<file path="config.mk">
export PLATFORM = sky130hd
export DESIGN_NAME = mem_port_arbiter
export DESIGN_NICKNAME = d
export VERILOG_FILES = /design/src/rtl/mem_arb_pkg.sv /design/src/rtl/arb_starve_ctr.sv /design/src/rtl/mem_port_arbiter.sv
export SDC_FILE = /design/constraint.sdc
export NUM_CORES = 1
export LEC_CHECK = 0
export CORE_ASPECT_RATIO = 0.5
export CORE_MARGIN = 2
export CORE_UTILIZATION = 30
export CTS_CLUSTER_DIAMETER = 50
export DETAILED_ROUTE_END_ITERATION = 12
export GPL_TIMING_DRIVEN = 0
export PLACE_DENSITY = 0.66
export REMOVE_ABC_BUFFERS = 1
export SLEW_MARGIN = 30
export SYNTH_ARGS = -nofsm -noshare
export SYNTH_HDL_FRONTEND = slang
export SYNTH_SLANG_ARGS = --single-unit
</file>
<file path="constraint.sdc">
create_clock -name clk -period 3.18 [get_ports clk]
set_input_delay 0.318 -clock clk [delete_from_list [all_inputs] [get_ports clk]]
set_output_delay 0.318 -clock clk [all_outputs]
set_load 0.02 [all_outputs]
</file>
<file path="src/rtl/mem_arb_pkg.sv">
// Shared types for the unified CPU/DMA memory port arbiter.
package mem_arb_pkg;

    typedef enum logic [1:0] {
        ARB_IDLE = 2'd0,
        ARB_BUSY = 2'd1,
        ARB_RESP = 2'd2
    } arb_state_t;

    typedef enum logic {
        OWN_CPU = 1'b0,
        OWN_DMA = 1'b1
    } arb_owner_t;

endpackage

</file>
<file path="src/rtl/arb_starve_ctr.sv">
// Saturating count of consecutive cycles the DMA port has been kept waiting;
// starved_o forces the next IDLE grant to go to the DMA port.
module arb_starve_ctr #(
    parameter int MAX_WAIT = 8,
    parameter int CNT_W    = $clog2(MAX_WAIT + 1)
) (
    input  logic             clk,
    input  logic             reset,
    input  logic             inc_i,
    input  logic             clr_i,
    output logic             starved_o,
    output logic [CNT_W-1:0] cnt_o
);

    localparam logic [CNT_W-1:0] CNT_MAX = CNT_W'(MAX_WAIT);

    logic [CNT_W-1:0] cnt_q, cnt_d;

    function automatic logic [CNT_W-1:0] sat_inc(input logic [CNT_W-1:0] v);
        return (v == CNT_MAX) ? v : v + 1'b1;
    endfunction

    always_comb begin
        cnt_d = cnt_q;
        if (clr_i) begin
            cnt_d = '0;
        end else if (inc_i) begin
            cnt_d = sat_inc(cnt_q);
        end
    end

    always_ff @(posedge clk or negedge reset) begin
        if (!reset) begin
            cnt_q <= '0;
        end else begin
            cnt_q <= cnt_d;
        end
    end

    assign starved_o = (cnt_q == CNT_MAX);
    assign cnt_o     = cnt_q;

endmodule

</file>
<file path="src/rtl/mem_port_arbiter.sv">
// Arbitrates the single instruction/data memory port between the CPU and a DMA
// port, sequencing each access over a fixed-latency memory (IDLE -> BUSY -> RESP).
module mem_port_arbiter
    import mem_arb_pkg::*;
#(
    parameter int ADDR_W   = 32,
    parameter int DATA_W   = 32,
    parameter int MEM_LAT  = 2,
    parameter int MAX_WAIT = 8
) (
    input  logic              clk,
    input  logic              reset,
    input  logic              cpu_req,
    input  logic              cpu_we,
    input  logic [ADDR_W-1:0] cpu_addr,
    input  logic [DATA_W-1:0] cpu_wdata,
    output logic              cpu_ready,
    output logic [DATA_W-1:0] cpu_rdata,
    input  logic              dma_req,
    input  logic              dma_we,
    input  logic [ADDR_W-1:0] dma_addr,
    input  logic [DATA_W-1:0] dma_wdata,
    output logic              dma_ready,
    output logic [DATA_W-1:0] dma_rdata,
    output logic              mem_en,
    output logic              mem_we,
    output logic [ADDR_W-1:0] mem_addr,
    output logic [DATA_W-1:0] mem_wdata,
    input  logic [DATA_W-1:0] mem_rdata
);

    localparam int LAT_W  = $clog2(MEM_LAT + 1);
    localparam int WAIT_W = $clog2(MAX_WAIT + 1);
    localparam logic [LAT_W-1:0] LAT_LAST = LAT_W'(MEM_LAT - 1);

    arb_state_t        state_q, state_d;
    arb_owner_t        owner_q, owner_d;
    logic [LAT_W-1:0]  lat_q, lat_d;
    logic              we_q, we_d;
    logic [ADDR_W-1:0] addr_q, addr_d;
    logic [DATA_W-1:0] wdata_q, wdata_d;
    logic [DATA_W-1:0] cpu_rdata_q, cpu_rdata_d;
    logic [DATA_W-1:0] dma_rdata_q, dma_rdata_d;

    logic              starved;
    logic              dma_win;
    logic              dma_grant;
    logic              dma_in_service;
    logic [WAIT_W-1:0] wait_cnt;

    // DMA only wins with a live request: a stale saturated count must not grant an idle port.
    assign dma_win        = dma_req && (!cpu_req || starved);
    assign dma_grant      = (state_q == ARB_IDLE) && dma_win;
    assign dma_in_service = (state_q != ARB_IDLE) && (owner_q == OWN_DMA);

    arb_starve_ctr #(
        .MAX_WAIT (MAX_WAIT),
        .CNT_W    (WAIT_W)
    ) u_starve (
        .clk       (clk),
        .reset     (reset),
        .inc_i     (dma_req && !dma_in_service),
        .clr_i     (!dma_req || dma_grant),
        .starved_o (starved),
        .cnt_o     (wait_cnt)
    );

    always_comb begin
        state_d     = state_q;
        owner_d     = owner_q;
        lat_d       = lat_q;
        we_d        = we_q;
        addr_d      = addr_q;
        wdata_d     = wdata_q;
        cpu_rdata_d = cpu_rdata_q;
        dma_rdata_d = dma_rdata_q;
        case (state_q)
            ARB_IDLE: begin
                if (cpu_req || dma_req) begin
                    state_d = ARB_BUSY;
                    lat_d   = '0;
                    owner_d = dma_win ? OWN_DMA : OWN_CPU;
                    we_d    = dma_win ? dma_we    : cpu_we;
                    addr_d  = dma_win ? dma_addr  : cpu_addr;
                    wdata_d = dma_win ? dma_wdata : cpu_wdata;
                end
            end
            ARB_BUSY: begin
                if (lat_q == LAT_LAST) begin
                    state_d = ARB_RESP;
                    if (!we_q) begin
                        if (owner_q == OWN_DMA) begin
                            dma_rdata_d = mem_rdata;
                        end else begin
                            cpu_rdata_d = mem_rdata;
                        end
                    end
                end else begin
                    lat_d = lat_q + 1'b1;
                end
            end
            ARB_RESP: begin
                state_d = ARB_IDLE;
            end
            default: begin
                state_d = ARB_IDLE;
            end
        endcase
    end

    always_ff @(posedge clk or negedge reset) begin
        if (!reset) begin
            state_q     <= ARB_IDLE;
            owner_q     <= OWN_CPU;
            lat_q       <= '0;
            we_q        <= 1'b0;
            addr_q      <= '0;
            wdata_q     <= '0;
            cpu_rdata_q <= '0;
            dma_rdata_q <= '0;
        end else begin
            state_q     <= state_d;
            owner_q     <= owner_d;
            lat_q       <= lat_d;
            we_q        <= we_d;
            addr_q      <= addr_d;
            wdata_q     <= wdata_d;
            cpu_rdata_q <= cpu_rdata_d;
            dma_rdata_q <= dma_rdata_d;
        end
    end

    // Strobes decode from registered state so an asynchronous reset drops them at once.
    assign mem_en    = (state_q == ARB_BUSY) && (lat_q == '0);
    assign mem_we    = we_q;
    assign mem_addr  = addr_q;
    assign mem_wdata = wdata_q;
    assign cpu_ready = (state_q == ARB_RESP) && (owner_q == OWN_CPU);
    assign dma_ready = (state_q == ARB_RESP) && (owner_q == OWN_DMA);
    assign cpu_rdata = cpu_rdata_q;
    assign dma_rdata = dma_rdata_q;

endmodule

</file>
### After elaboration in Yosys (flattened, before gate mapping)

Cells that the tools add are included.
Widths: inputs -> output; s select.

* flip-flop bits (word level): 138
* input port bits: 166
* output and inout bits: 132
* word-level logic and storage cells: 58

* add/subtract/negate cells: 2
* equal/unequal tests: 8
* mux-type cells: 13
* bitwise logic cells: 2
* reduce and logical (&&, ||, !) cells: 24

Operators with widths (count)
* $mux 32: 2
* $mux 4: 3
* $mux 2: 4
* $pmux 2 s2: 2
* $reduce_and 4->1: 2
* $logic_and 1x1->1: 7
* $reduce_and 2->1: 3
* $reduce_bool 2->1: 3
* $add 4x1->4 const B: 1
* $eq 2x1->1 const B: 2
* $eq 4x4->1 const B: 1
* $logic_not 2->1: 2
* $ne 2x1->1 const B: 2
* $ne 2x2->1 const B: 2
* $logic_not 1->1: 3
* $logic_or 1x1->1: 3
* $reduce_and 3->1: 1
* $add 2x1->2 const B: 1
* $eq 2x2->1 const B: 1
* $mux 1: 2
* $not 1->1: 2

### Depth between registers and ports, before layout

* depth in word-level cells: 7
* mapped depth: 7
* depth with buffers taken out: 5

### Hierarchy

A second synthesis with hierarchy kept.

* cell total of the unflattened synthesis: 566
* area, all modules: 6138.4 um^2

By module, submodules not included
* mem_port_arbiter: times used 1, cells an instance 542, area an instance 5905.7 um^2, sequential area each 3353.2 um^2
* arb_starve_ctr: times used 1, cells an instance 24, area an instance 232.7 um^2, sequential area each 100.1 um^2

### Worst setup path after synthesis

OpenSTA, ideal clock, no wires.

* path type: register to register
* from: reg lat_q[0]
* to: reg cpu_rdata_q[10] (netlist: cpu_rdata[10])
* setup time: 0.125 ns
* arrival: 1.515 ns
* data required time: 3.055 ns
* setup slack: 1.540 ns
* stages on the path, launching flop included: 7
* path buffers: 2
* period minus slack after synthesis: 1.640 ns
* path through: dfrtp_1 > ha_1 > and3b_1 > and3_1 > buf_6 > buf_6 > mux2_4

* cells in the longest elaborated chain, start to end: 2

Ends and longest elaborated chain
* from (decl): RTL line mem_port_arbiter.sv:38 `logic [LAT_W-1:0] lat_q, lat_d;`
* from (signal assigned): RTL line mem_port_arbiter.sv:124 `lat_q <= lat_d;`
* $eq 2x1->1: RTL line mem_port_arbiter.sv:89 `if (lat_q == LAT_LAST) begin`
* $reduce_and 4->1 (no source line)
* to (signal assigned): RTL line mem_port_arbiter.sv:128 `cpu_rdata_q <= cpu_rdata_d;`
* to (decl): RTL line mem_port_arbiter.sv:42 `logic [DATA_W-1:0] cpu_rdata_q, cpu_rdata_d;`

Every way passes these cells.
A chain may end at the register's enable or synchronous reset.

### Worst setup path in the final report

* from: in cpu_req
* to: reg wdata_q[9] (netlist: mem_wdata[9])

* cells in the longest elaborated chain, start to end: 4
* elaborated cells between the ends (all ways): 6
* those cells by class: 1 x mux; 5 x reduce/logical

Ends and longest elaborated chain
* from (decl): RTL line mem_port_arbiter.sv:13 `input logic cpu_req,`
* $logic_not 1->1: RTL line mem_port_arbiter.sv:52 `assign dma_win = dma_req && (!cpu_req || starved);`
* $logic_or 1x1->1: RTL line mem_port_arbiter.sv:52
* $logic_and 1x1->1: RTL line mem_port_arbiter.sv:52
* $mux 32: RTL line mem_port_arbiter.sv:85 `wdata_d = dma_win ? dma_wdata : cpu_wdata;`
* to (signal assigned): RTL line mem_port_arbiter.sv:127 `wdata_q <= wdata_d;`
* to (decl): RTL line mem_port_arbiter.sv:41 `logic [DATA_W-1:0] wdata_q, wdata_d;`

Several ways; a longest one is shown, not always the timed one.

==> qor.csv <==
stage,metric,value,unit
synth,register area share after synthesis,0.533,
synth,Synth Cell Area,6480,µm²
floorplanning,std cell rows,37,
power_and_ir_drop,Power Dens Cells,1010,nW/µm²
global_route,grt total ovfl,0,
power_and_ir_drop,leakage,0.00426,µW
floorplanning,Die X-Extent,212,µm
worst_setup_path,worst r2r path cells,5,
worst_hold_path,Hold Path Origin,cpu_req,
clock_network,CTS root buf,clkbuf_16,
routing,drt initial violations,423,
global_route,largest net degree at the start of global routing,77,
timing,min Tclk post-route,2.27,ns
routing,WL/cell,18.2,µm
place,detailed placement HPWL,14700,µm
timing,Final Cycle Share,0.715,
worst_setup_path,Critical Path Fanout Max,36,
worst_setup_path,r2r setup slk,1.02,ns
timing,Final setup viols,0,
global_route,initial antenna violation count,0,
synth,Yosys warning count,0,
run_status,status,finished clean,
timing,max-slew violations,0,
routing,DR DRC count,0,
timing,setup_tns,0,ns
routing,final wirelength,20800,µm
floorplanning,core area,20900,µm²
clock_network,cts hold-fix bufs,1,
timing,skew final,0.00855,ns
clock_network,clk_lat worst skew,0.42,ns
worst_setup_path,Critical R2R Launch,state_q[1]$_DFFE_PN0P_,
synth,"Distinct cells, synth",38,
clock_network,H-tree depth reported by CTS,4,
synth,"FF+latch count, synth",138,
worst_hold_path,Min-Delay Path Class,in2reg,
clock_network,CTS Buf Count,17,
routing,via/cell ratio,5.05,
place,routability-driven placement congestion ratio,0.787,
clock_network,# Post-CTS Setup Buffers,0,
power_and_ir_drop,Max VDD drop,0.373,mV
finish,Util after Layout,0.497,
timing,Hold WS,0.429,ns
global_route,first-pass GRT wire length,32400,µm
clock_network,clk buf depth,2,
worst_setup_path,"Data arrival, critical path",2.55,ns
routing,detailed-route via count,5782,
finish,share of cells above drive strength 1,0.135,
timing,achievable frequency,440,MHz
clock_network,Worst-path clk slew,0.06,ns
worst_setup_path,WP data required,3.45,ns
clock_network,CTS tree,built,
timing,Final Hold Fails,0,
worst_setup_path,Critical Path End Type,register,
clock_network,clk sinks,138,
finish,Area Growth Syn to Fin,60.2,%
worst_hold_path,Hold Crit Depth,3,
worst_setup_path,WS Path Type,in2reg,
place,port bufs,297,
clock_network,Post-CTS Resized,0,
floorplanning,chip height,108,µm
worst_setup_path,r2r endpoint,mem_wdata[9]$_DFFE_PN0P_,
routing,Routed Antenna Nets,0,
floorplanning,Die Area,22900,µm²
run,Max-cap violations,0,
synth,Syn Area/Cell,11.4,µm²
global_route,vias in the first global route,5946,
worst_setup_path,Startpoint Class,primary input,
global_route,GR Util All Layers,0.181,
finish,Antenna diodes,0,
synth,cells after synthesis,571,
worst_hold_path,hold endpoint,mem_addr[24]$_DFFE_PN0P_,
finish,Final Net Count,1012,
floorplanning,I/O pin cnt,298,
finish,# fillers,1864,
timing,Rel. slew slack,0.609,
timing,RSZ-0062 raised after global routing,no,
routing,Initial DRT Pass Iterations,5,
timing,slew at the pin with the worst max-slew slack,0.586,ns
floorplanning,initial core utilization,0.310,
[cell families after synthesis]
logic type	Yosys count	share of synthesized area
compound gates	80	0.104
flops	138	0.533
fa+ha+maj	4	0.00772
simple gates	149	0.134
buf+inv	135	0.0913
mux	65	0.130
[registers in the layout, summed over array words and instances, names as in the netlist]
signal,count
cpu_rdata,32
dma_rdata,32
mem_addr,32
mem_wdata,32
u_starve.cnt_o,4
lat_q,2
state_q,2
mem_we,1
owner_q,1
[worst max path at each step]
| stage | startpoint | to | slack [ns] | cells past startpoint |
|---|---|---|---|---|
| floorplan | state_q[1]$_DFFE_PN0P_ | owner_q$_DFFE_PN0P_ | -3.31 | 3 |
| global placement | state_q[1]$_DFFE_PN0P_ | owner_q$_DFFE_PN0P_ | -6.25 | 3 |
| detailed placement | cpu_req | mem_wdata[21]$_DFFE_PN0P_ | 0.46 | 7 |
| CTS | lat_q[1]$_DFFE_PN0P_ | dma_rdata[20]$_DFFE_PN0P_ | 0.79 | 5 |
| global route | cpu_req | mem_addr[25]$_DFFE_PN0P_ | 0.77 | 7 |
| finish | cpu_req | mem_wdata[9]$_DFFE_PN0P_ | 0.91 | 7 |
[power breakdown]
part | internal [µW] | switching (µW)
clock network | 1070 | 802
registers | 2620 | 481
logic | 2810 | 2730
[cells in the final DEF, fill, tap and decap left out, types with 4 or more instances in the layout]
cell type,n
mux2_2,31
dfrtp_1,138
clkdlybuf4s50_1,295
nand3_1,66
mux2_4,30
clkinv_2,5
o221ai_1,65
clkbuf_16,17
mux2_1,4
buf_16,5
inv_1,74
buf_12,5
ha_1,4
nand4_1,65
inv_6,4
[worst max-delay path: stages]
cell	delay (ns)
buf_4	0.35
buf_12	0.27
or2_4	0.46
buf_12	0.26
and2_4	0.43
buf_12	0.27
o221ai_1	0.14
[stage by stage]
step	std cells	setup slack, ns	instance area, µm²	power [µW]
after floorplan	510	-3.31	6170	5780
after global placement	1099	-6.25	9510	7880
after detailed placement	1114	0.464	9820	8690
after CTS	1146	0.794	10400	10600
after global routing	1146	0.773	10400	11100
final	1146	0.907	10400	10500
[layout make-up]
class	instances	area [µm²]	share of cell area
flip-flops and latches	138	3450	0.333
multi-input cells	298	2470	0.238
repair buffers	313	3270	0.315
clock buffers	17	425	0.0410
clock inverters	14	123	0.0118
inverters	74	278	0.0267
well taps	292	365	0.0352
[synth_stat cells]
master | instances | share of area
a211o_1 | 1 | 0.0014
and3b_1 | 3 | 0.0041
inv_1 | 74 | 0.043
nand3b_1 | 1 | 0.0012
a221oi_1 | 2 | 0.0027
buf_1 | 5 | 0.0029
or3_1 | 1 | 0.00097
or4_1 | 1 | 0.0012
nand3_1 | 66 | 0.051
o32ai_1 | 1 | 0.0014
nand4b_1 | 1 | 0.0014
a22o_1 | 1 | 0.0014
ha_1 | 4 | 0.0077
mux2_1 | 4 | 0.0069
and3_1 | 1 | 0.00097
mux2_4 | 30 | 0.069
a211oi_1 | 1 | 0.0012
nand4_1 | 65 | 0.063
o211ai_1 | 1 | 0.0012
nor2_1 | 1 | 0.00058
buf_6 | 7 | 0.012
a21o_1 | 1 | 0.0012
clkbuf_1 | 31 | 0.018
o21ai_0 | 2 | 0.0015
mux2_2 | 31 | 0.054
nor3b_1 | 3 | 0.0035
nand2_1 | 1 | 0.00058
o21a_1 | 2 | 0.0023
nor3_1 | 1 | 0.00077
buf_4 | 4 | 0.0046
a21oi_1 | 3 | 0.0023
buf_2 | 14 | 0.011
or2_1 | 1 | 0.00097
nand3_2 | 1 | 0.0015
and2_1 | 1 | 0.00097
nor4b_1 | 1 | 0.0014
dfrtp_1 | 138 | 0.53
o221ai_1 | 65 | 0.088
[layer usage]
metal | wire length [µm] | GRT usage | part of all wire | vias up
met5 | 0 | 0 | 0 | -
met4 | 662 | 0.0810 | 0.032 | 0
met3 | 840 | 0.0378 | 0.040 | 37
met2 | 10600 | 0.309 | 0.51 | 172
met1 | 8750 | 0.225 | 0.42 | 2913
li1 | - | - | - | 2660
No activity file was read; power rests on OpenSTA's default activity.
